### config.mk
export PLATFORM = sky130hd
export DESIGN_NAME = if_id_buf
export DESIGN_NICKNAME = d
export VERILOG_FILES = /design/src/rtl/if_id_buf.sv
export SDC_FILE = /design/constraint.sdc
export NUM_CORES = 1
export LEC_CHECK = 0
export CORE_ASPECT_RATIO = 1.2
export CORE_MARGIN = 1.5
export CORE_UTILIZATION = 41
export DETAILED_ROUTE_END_ITERATION = 8
export PLACE_DENSITY = 0.75
export RECOVER_POWER = 100
export SLEW_MARGIN = 20
export SYNTH_ARGS = -nofsm -noshare
export SYNTH_HDL_FRONTEND = slang
export SYNTH_SLANG_ARGS = --single-unit
export TNS_END_PERCENT = 10
### constraint.sdc
create_clock -name clk -period 1.47 [get_ports clk]
set_input_delay 0.2205 -clock clk [delete_from_list [all_inputs] [get_ports clk]]
set_output_delay 0.2205 -clock clk [all_outputs]
set_load 0.02 [all_outputs]
### src/rtl/if_id_buf.sv
// Two-entry elastic buffer between fetch and decode. Head register H drives decode directly.
// Skid register S absorbs one extra pair, so in_ready depends only on registered state.
module if_id_buf #(
  parameter int ISA_WIDTH = 32
) (
  input  logic                 clk,
  input  logic                 rst,
  input  logic                 in_valid,
  output logic                 in_ready,
  input  logic [ISA_WIDTH-1:0] in_pc,
  input  logic [ISA_WIDTH-1:0] in_inst,
  output logic                 out_valid,
  input  logic                 out_ready,
  output logic [ISA_WIDTH-1:0] out_pc,
  output logic [ISA_WIDTH-1:0] out_inst,
  input  logic                 flush,
  output logic [1:0]           count
);

  // Encoding doubles as the occupancy count.
  typedef enum logic [1:0] {
    EMPTY = 2'd0,
    ONE   = 2'd1,
    FULL  = 2'd2
  } state_t;

  state_t               r_state;
  logic [ISA_WIDTH-1:0] r_h_pc;
  logic [ISA_WIDTH-1:0] r_h_inst;
  logic [ISA_WIDTH-1:0] r_s_pc;
  logic [ISA_WIDTH-1:0] r_s_inst;
  logic                 w_push;
  logic                 w_pop;

  assign out_valid = (r_state != EMPTY);
  assign in_ready  = (r_state != FULL);
  assign count     = r_state;
  assign out_pc    = r_h_pc;
  assign out_inst  = r_h_inst;

  assign w_push = in_valid & in_ready & ~flush;
  assign w_pop  = out_valid & out_ready & ~flush;

  always_ff @(posedge clk) begin
    if (rst) begin
      r_state  <= EMPTY;
      r_h_pc   <= '0;
      r_h_inst <= '0;
      r_s_pc   <= '0;
      r_s_inst <= '0;
    end else if (flush) begin
      // Redirect: drop everything, keep stale data so decode sees no glitches.
      r_state <= EMPTY;
    end else begin
      case (r_state)
        EMPTY: begin
          if (w_push) begin
            r_h_pc   <= in_pc;
            r_h_inst <= in_inst;
            r_state  <= ONE;
          end
        end
        ONE: begin
          if (w_push && w_pop) begin
            r_h_pc   <= in_pc;
            r_h_inst <= in_inst;
          end else if (w_push) begin
            r_s_pc   <= in_pc;
            r_s_inst <= in_inst;
            r_state  <= FULL;
          end else if (w_pop) begin
            r_state <= EMPTY;
          end
        end
        FULL: begin
          if (w_pop) begin
            r_h_pc   <= r_s_pc;
            r_h_inst <= r_s_inst;
            r_state  <= ONE;
          end
        end
        default: r_state <= EMPTY;
      endcase
    end
  end

endmodule

==> results.ini, run 1 <==
[cells_and_area]
multi_input_area_um2=3300
ff_latch_area_um2=2610
postLayoutCellArea_um2=8530
final_util_pct=56.8
diodes=0
syn_to_final_growth_pct=35.3
final_cells=1005
fill_cells=1335
final_nets=861
drive_gt1_share_pct=17.6

[power]
comb_power_share_pct=13.3
pwr-share-clk_pct=44.6
pwr-share-seq_pct=42.1
cellLeakagePower_uw=0.00390
swShare_pct=24.3
p_sw_uw=2120
peakVddDrop_uv=634
total_power_uw=8740
internal_power_uw=6620
p_per_area_nw_per_um2=1020

[setup_path]
crit_required_ns=1.25
slowest_stage=dfxtp_2
path_cells=or2_2 -> buf_2
critPathMaxStageDelay_ns=0.34
rr_startpoint=count[0]$_SDFFE_PP0P_
cp-start-kind=register
crit_cells=2
endpoint_kind=output port
worstSetupStartpoint=count[1]$_SDFFE_PP0P_
worst-path-buf-inv=1
cp_top_family=flip-flops
worstPathArrival_ns=1.22
crit_type=reg -> out
rr_worst_depth=5
worstPathMaxFanout=6

[flow_run]
max-cap-violations=0

[synth]
synth_top_area_share_pct=41.3
synth_edf_count=0
synth_top_area_cell=dfxtp_1
ys_seq_area_share_pct=41.3
ys.warnings.count=0
yosys_register_bits=130
ys_types=23
synthArstFlopShare_pct=0
synthFlopType=dfxtp_1
yosysMostFrequentCell=dfxtp_1
synth_common_cells=130 x dfxtp_1, 129 x nand2_1, 66 x a21oi_1
syn_nets=735
netlist_area_um2=6300
yosys-top-cells-area=dfxtp_1 41%, o41ai_2 14%, mux2i_1 10%, nand2_1 7.7%, nor2b_1 6.4%
synthCells=666
synth.avg_cell_area_um2=9.47

[place]
dp_cells=973
gp_congestion=0.739
dp_hpwl_um=9860
port_buffers=136
placed_area_um2=7960

[clocking]
numCtsBuffers=17
cts_tree=built
cts_buffer_depth=2
cts_sinks=130
clk_latency_ns=0.41
cts_max_level=4
root_buffer=clkbuf_16
holdBufCountCts=0
clkTransAtPathRegs_ns=0.05

[min_path]
hold_class=in -> reg
hold_depth=2
hold_path_startpoint=rst

[floorplan]
rows=49
fp.dieH_um=139
start_util_pct=42.0
io_pins=137
fp.dieW_um=116
die_area_um2=16100
core_area_um2=15000

[grt]
track_usage_pct=18.9
grt_max_degree=45
grt.busiest_layer=met2
grt_pass1_wl_um=24200
grt_overflow=0
antenna_found_initial=0
grt_pass1_vias=4942
met1_usage_pct=24.2
use_met2_pct=30.8
met3_usage_pct=4.20

[timing]
whs_ns=0.182
layout_min_cycle_time_ns=1.44
fin_crit_sh_pct=98.3
skew_ns=0.00653
finalSetupViolations=0
hold_viol=0
max_freq_mhz=692
drv_slew=0
worst_slew_pin_slew_ns=0.332
max_slew_margin_pct=77.9
rsz0062_at_grt=true

[detailed_routing]
wl_um=15600
drt_iter0_drc=275
drtAntennaViolNets=0
route.detailed.drc=0
drt-pass1-iter-count=4
wl_per_cell_um=15.5
routed_via_density=5.20
num_vias=5229

[outcome]
status=finished clean

-- cells in the final DEF, fill, tap and decap left out, drive strengths merged --
master and instances:
o41ai 64, and3b 1, clkbuf 25, o21a 1, clkinvlp 1, nor2b 65
nor2 2, o22a 1, bufinv 1, o21ai 64, dlygate4sd2 64, nor3 3
clkdlybuf4s50 66, nand2b 3, clkdlybuf4s15 1, clkinv 4, or2 1, buf 44
mux2i 64, a21oi 66, or3 1, dfxtp 130, nand2 129
-- sequential cells by signal, summed over array words and instances (netlist names) --
name	cells
r_s_pc	32
out_pc	32
out_inst	32
r_s_inst	32
count	2
-- worst paths after layout --
| path | endpoint | slack, ns |
|---|---|---|
| setup / recovery | out_valid | 0.03 |
| hold / removal | r_s_pc[23]$_SDFFE_PP0P_ | 0.18 |
| setup reg to reg | out_inst[30]$_SDFFE_PP0P_ | 0.05 |
| hold reg to reg | r_s_pc[8]$_SDFFE_PP0P_ | 0.45 |
-- power groups by stage --
stage | Sequential (uW) | Combinational, uW | Clock, uW
CTS | 3680 | 1130 | 3980
global route | 3690 | 1240 | 4140
global placement | 3760 | 1170 | 0
detailed placement | 3760 | 1180 | 0
floorplan | 3860 | 509 | 0
finish | 3680 | 1160 | 3900
-- metal layers --
metal  vias up  part of all wire [%]
met1      2473                    46
met2       133                    48
met4         0                   1.5
met3        17                   4.1
li1       2606                     -
met5         -                     0
-- logic make-up after synthesis --
group / share of synthesized area (%)
DFF: 41.3
and+or+nand+nor: 15.2
buffers and inverters: 7.18
AOI/OAI and AO/OA: 26.1
muxes: 10.2
-- cell type report --
cell class | instances | share of cell area (%)
multi-input combinational | 465 | 38.7
sequential | 130 | 30.6
timing repair buffer | 178 | 21.4
clock buffer | 22 | 5.68
tap | 204 | 2.99
clock inverter | 6 | 0.675
-- timing repair --
action | 4_1_cts | 5_1_grt
setup endpoints to repair | 190 | 131
gates resized for setup | 82 | 8
cloned | 0 | 2
pin swaps | 0 | 0
buffers inserted | 0 | 2
-- metrics by stage --
stage	setup TNS, ns	setup slack [ns]
floorplan	0	0.0348
global placement	-44.74	-0.377
detailed placement	-48.93	-0.437
CTS	-0.775	-0.0652
global route	-0.158	-0.0197
finish	0	0.0252
Power figures use the tool's default switching activity.
==> run 2: changes to the inputs <==
==> constraint.sdc (replaced) <==
create_clock -name clk -period 1.47 [get_ports clk]
set_input_delay 0.147 -clock clk [delete_from_list [all_inputs] [get_ports clk]]
set_output_delay 0.147 -clock clk [all_outputs]
set_load 0.02 [all_outputs]
==> run 2 against run 1 <==
Against the previous run: final area grew 1.6%; non-clock buffer count grew 6; count of clock-buffer cells in the layout is the same; register-to-register slack is essentially flat; clock power shrank 1%; setup slack gained 0.015 ns; total power is essentially flat; sequential share of layout area shrank 0.47 points; wire length grew 3.7%; first-iteration DRC count grew 37%; critical endpoint unchanged; largest cell class unchanged; largest power group unchanged.
==> results.ini, run 2 (synthesis results as in run 1) <==
[cells_and_area]
fill_cells=1352
final_common_cell=nand2_1
syn_to_final_growth_pct=37.5
drive_gt1_share_pct=18.7
mostFrequentLayoutCells=129 x nand2_1, 128 x dfxtp_1, 66 x clkdlybuf4s50_1, 66 x dlygate4sd2_1
final_nets=867
final_util_pct=57.7
diodes=0

[floorplan]
io_pins=137
start_util_pct=42.0
rows=49
core_area_um2=15000
die_area_um2=16100
fp.dieH_um=139
fp.dieW_um=116

[timing]
whs_ns=0.0861
worst_slew_pin_slew_ns=0.304
fin_crit_sh_pct=97.3
finalSetupViolations=0
hold_viol=0
max_freq_mhz=699
final.setup.worst_slack_ns=0.0400
layout_min_cycle_time_ns=1.43
rsz0062_at_grt=true
finalSetupTns_ns=0
skew_ns=0.00722
max_slew_margin_pct=79.4
drv_slew=0

[clocking]
clk_latency_ns=0.42
cts_max_level=4
numCtsBuffers=17
root_buffer=clkbuf_16
clkTransAtPathRegs_ns=0.05
cts_sinks=130
cts_tree=built
holdBufCountCts=0
cts_buffer_depth=2

[setup_path]
path_cells=buf_4 -> or2_4 -> buf_6
worstPathMaxFanout=5
critPathMaxStageDelay_ns=0.35
crit_required_ns=1.32
cp-start-kind=register
cp_top_family=flip-flops
endpoint_kind=output port
slowest_stage=dfxtp_4
worstPathArrival_ns=1.28
crit_type=reg -> out
worst-path-buf-inv=2

[place]
place_ws_ns=-0.342
port_buffers=136
gp_congestion=0.698
dp_hpwl_um=9940

[power]
cellLeakagePower_uw=0.00398
p_per_area_nw_per_um2=1010
peakVddDrop_uv=702

[detailed_routing]
num_vias=5307
drt_iter0_drc=377
drt-pass1-iter-count=5
wl_per_cell_um=16.0
wl_um=16200
routed_via_density=5.25
drtAntennaViolNets=0
route.detailed.drc=0

[flow_run]
max-cap-violations=0

[grt]
grt_pass1_vias=4989
grt_pass1_wl_um=25200
grt_overflow=0
grt_max_degree=37
track_usage_pct=19.9
antenna_found_initial=1

[min_path]
hold_class=in -> reg

[outcome]
status=finished clean

==> run 2: changes by cell type in the layout (fill, tap and decap cells not counted), moves of 2 or more <==
cell | before | now
buf_12 | 15 | 18
buf_4 | 20 | 25
clkbuf_1 | 1 | 3
clkbuf_8 | 4 | 2
dlygate4sd2_1 | 64 | 66
o41ai_1 | 7 | 3
o41ai_2 | 57 | 60
==> run 2: routing by layer <==
| layer | vias to the layer above | track usage (%) | wire length (um) |
|---|---|---|---|
| li1 | 2625 | - | - |
| met1 | 2515 | 25.6 | 7360 |
| met2 | 147 | 31.8 | 7810 |
| met3 | 18 | 5.38 | 723 |
| met4 | 2 | 6.93 | 245 |
| met5 | - | 0 | 13 |
==> run 2: power by group <==
part           switching [uW]  total, uW  internal (uW)
combinational             640       1210            567
sequential               50.7       3680           3630
clock                    1490       3850           2360
total                    2180       8740           6560
==> run 2: worst register-to-register path: stages, from the launching register on <==
cell       delay (ns)
dfxtp_4          0.36
and3b_2          0.26
a21oi_4          0.06
buf_6            0.15
clkbuf_16        0.19
o41ai_2          0.30
==> run 2: cell type report <==
type                       instances  area, um2  area share, %
multi-input combinational        465       3350           38.7
clock inverter                     6       60.1          0.693
clock buffer                      22        464           5.35
sequential                       130       2610           30.1
tap                              204        255           2.94
timing repair buffer             184       1930           22.3
==> run 2: final timing paths <==
path                           startpoint                        end  slack [ns]  depth (start not counted)
setup / recovery    count[1]$_SDFFE_PP0P_                  out_valid        0.04                          3
hold reg to reg   r_s_pc[21]$_SDFFE_PP0P_    r_s_pc[21]$_SDFFE_PP0P_        0.45                          2
hold / removal                        rst     r_s_pc[5]$_SDFFE_PP0P_        0.09                          2
setup reg to reg    count[0]$_SDFFE_PP0P_  out_inst[26]$_SDFFE_PP0P_        0.05                          5
==> run 2: timing repair <==
item                                    4_1_cts  5_1_grt
gates cloned                                  1        2
pin swaps                                     0        0
endpoints found under the setup margin      122       72
setup buffers                                 5        0
resized for setup                            74       23
==> run 2: metrics by stage <==
| stage | std cells | power [uW] | cell area (um2) |
|---|---|---|---|
| finish | 1011 | 8740 | 8670 |
| global route | 1011 | 9050 | 8670 |
| CTS | 1009 | 8770 | 8540 |
| detailed placement | 975 | 4950 | 8020 |
| global placement | 975 | 4940 | 8020 |
| floorplan | 666 | 4370 | 6310 |
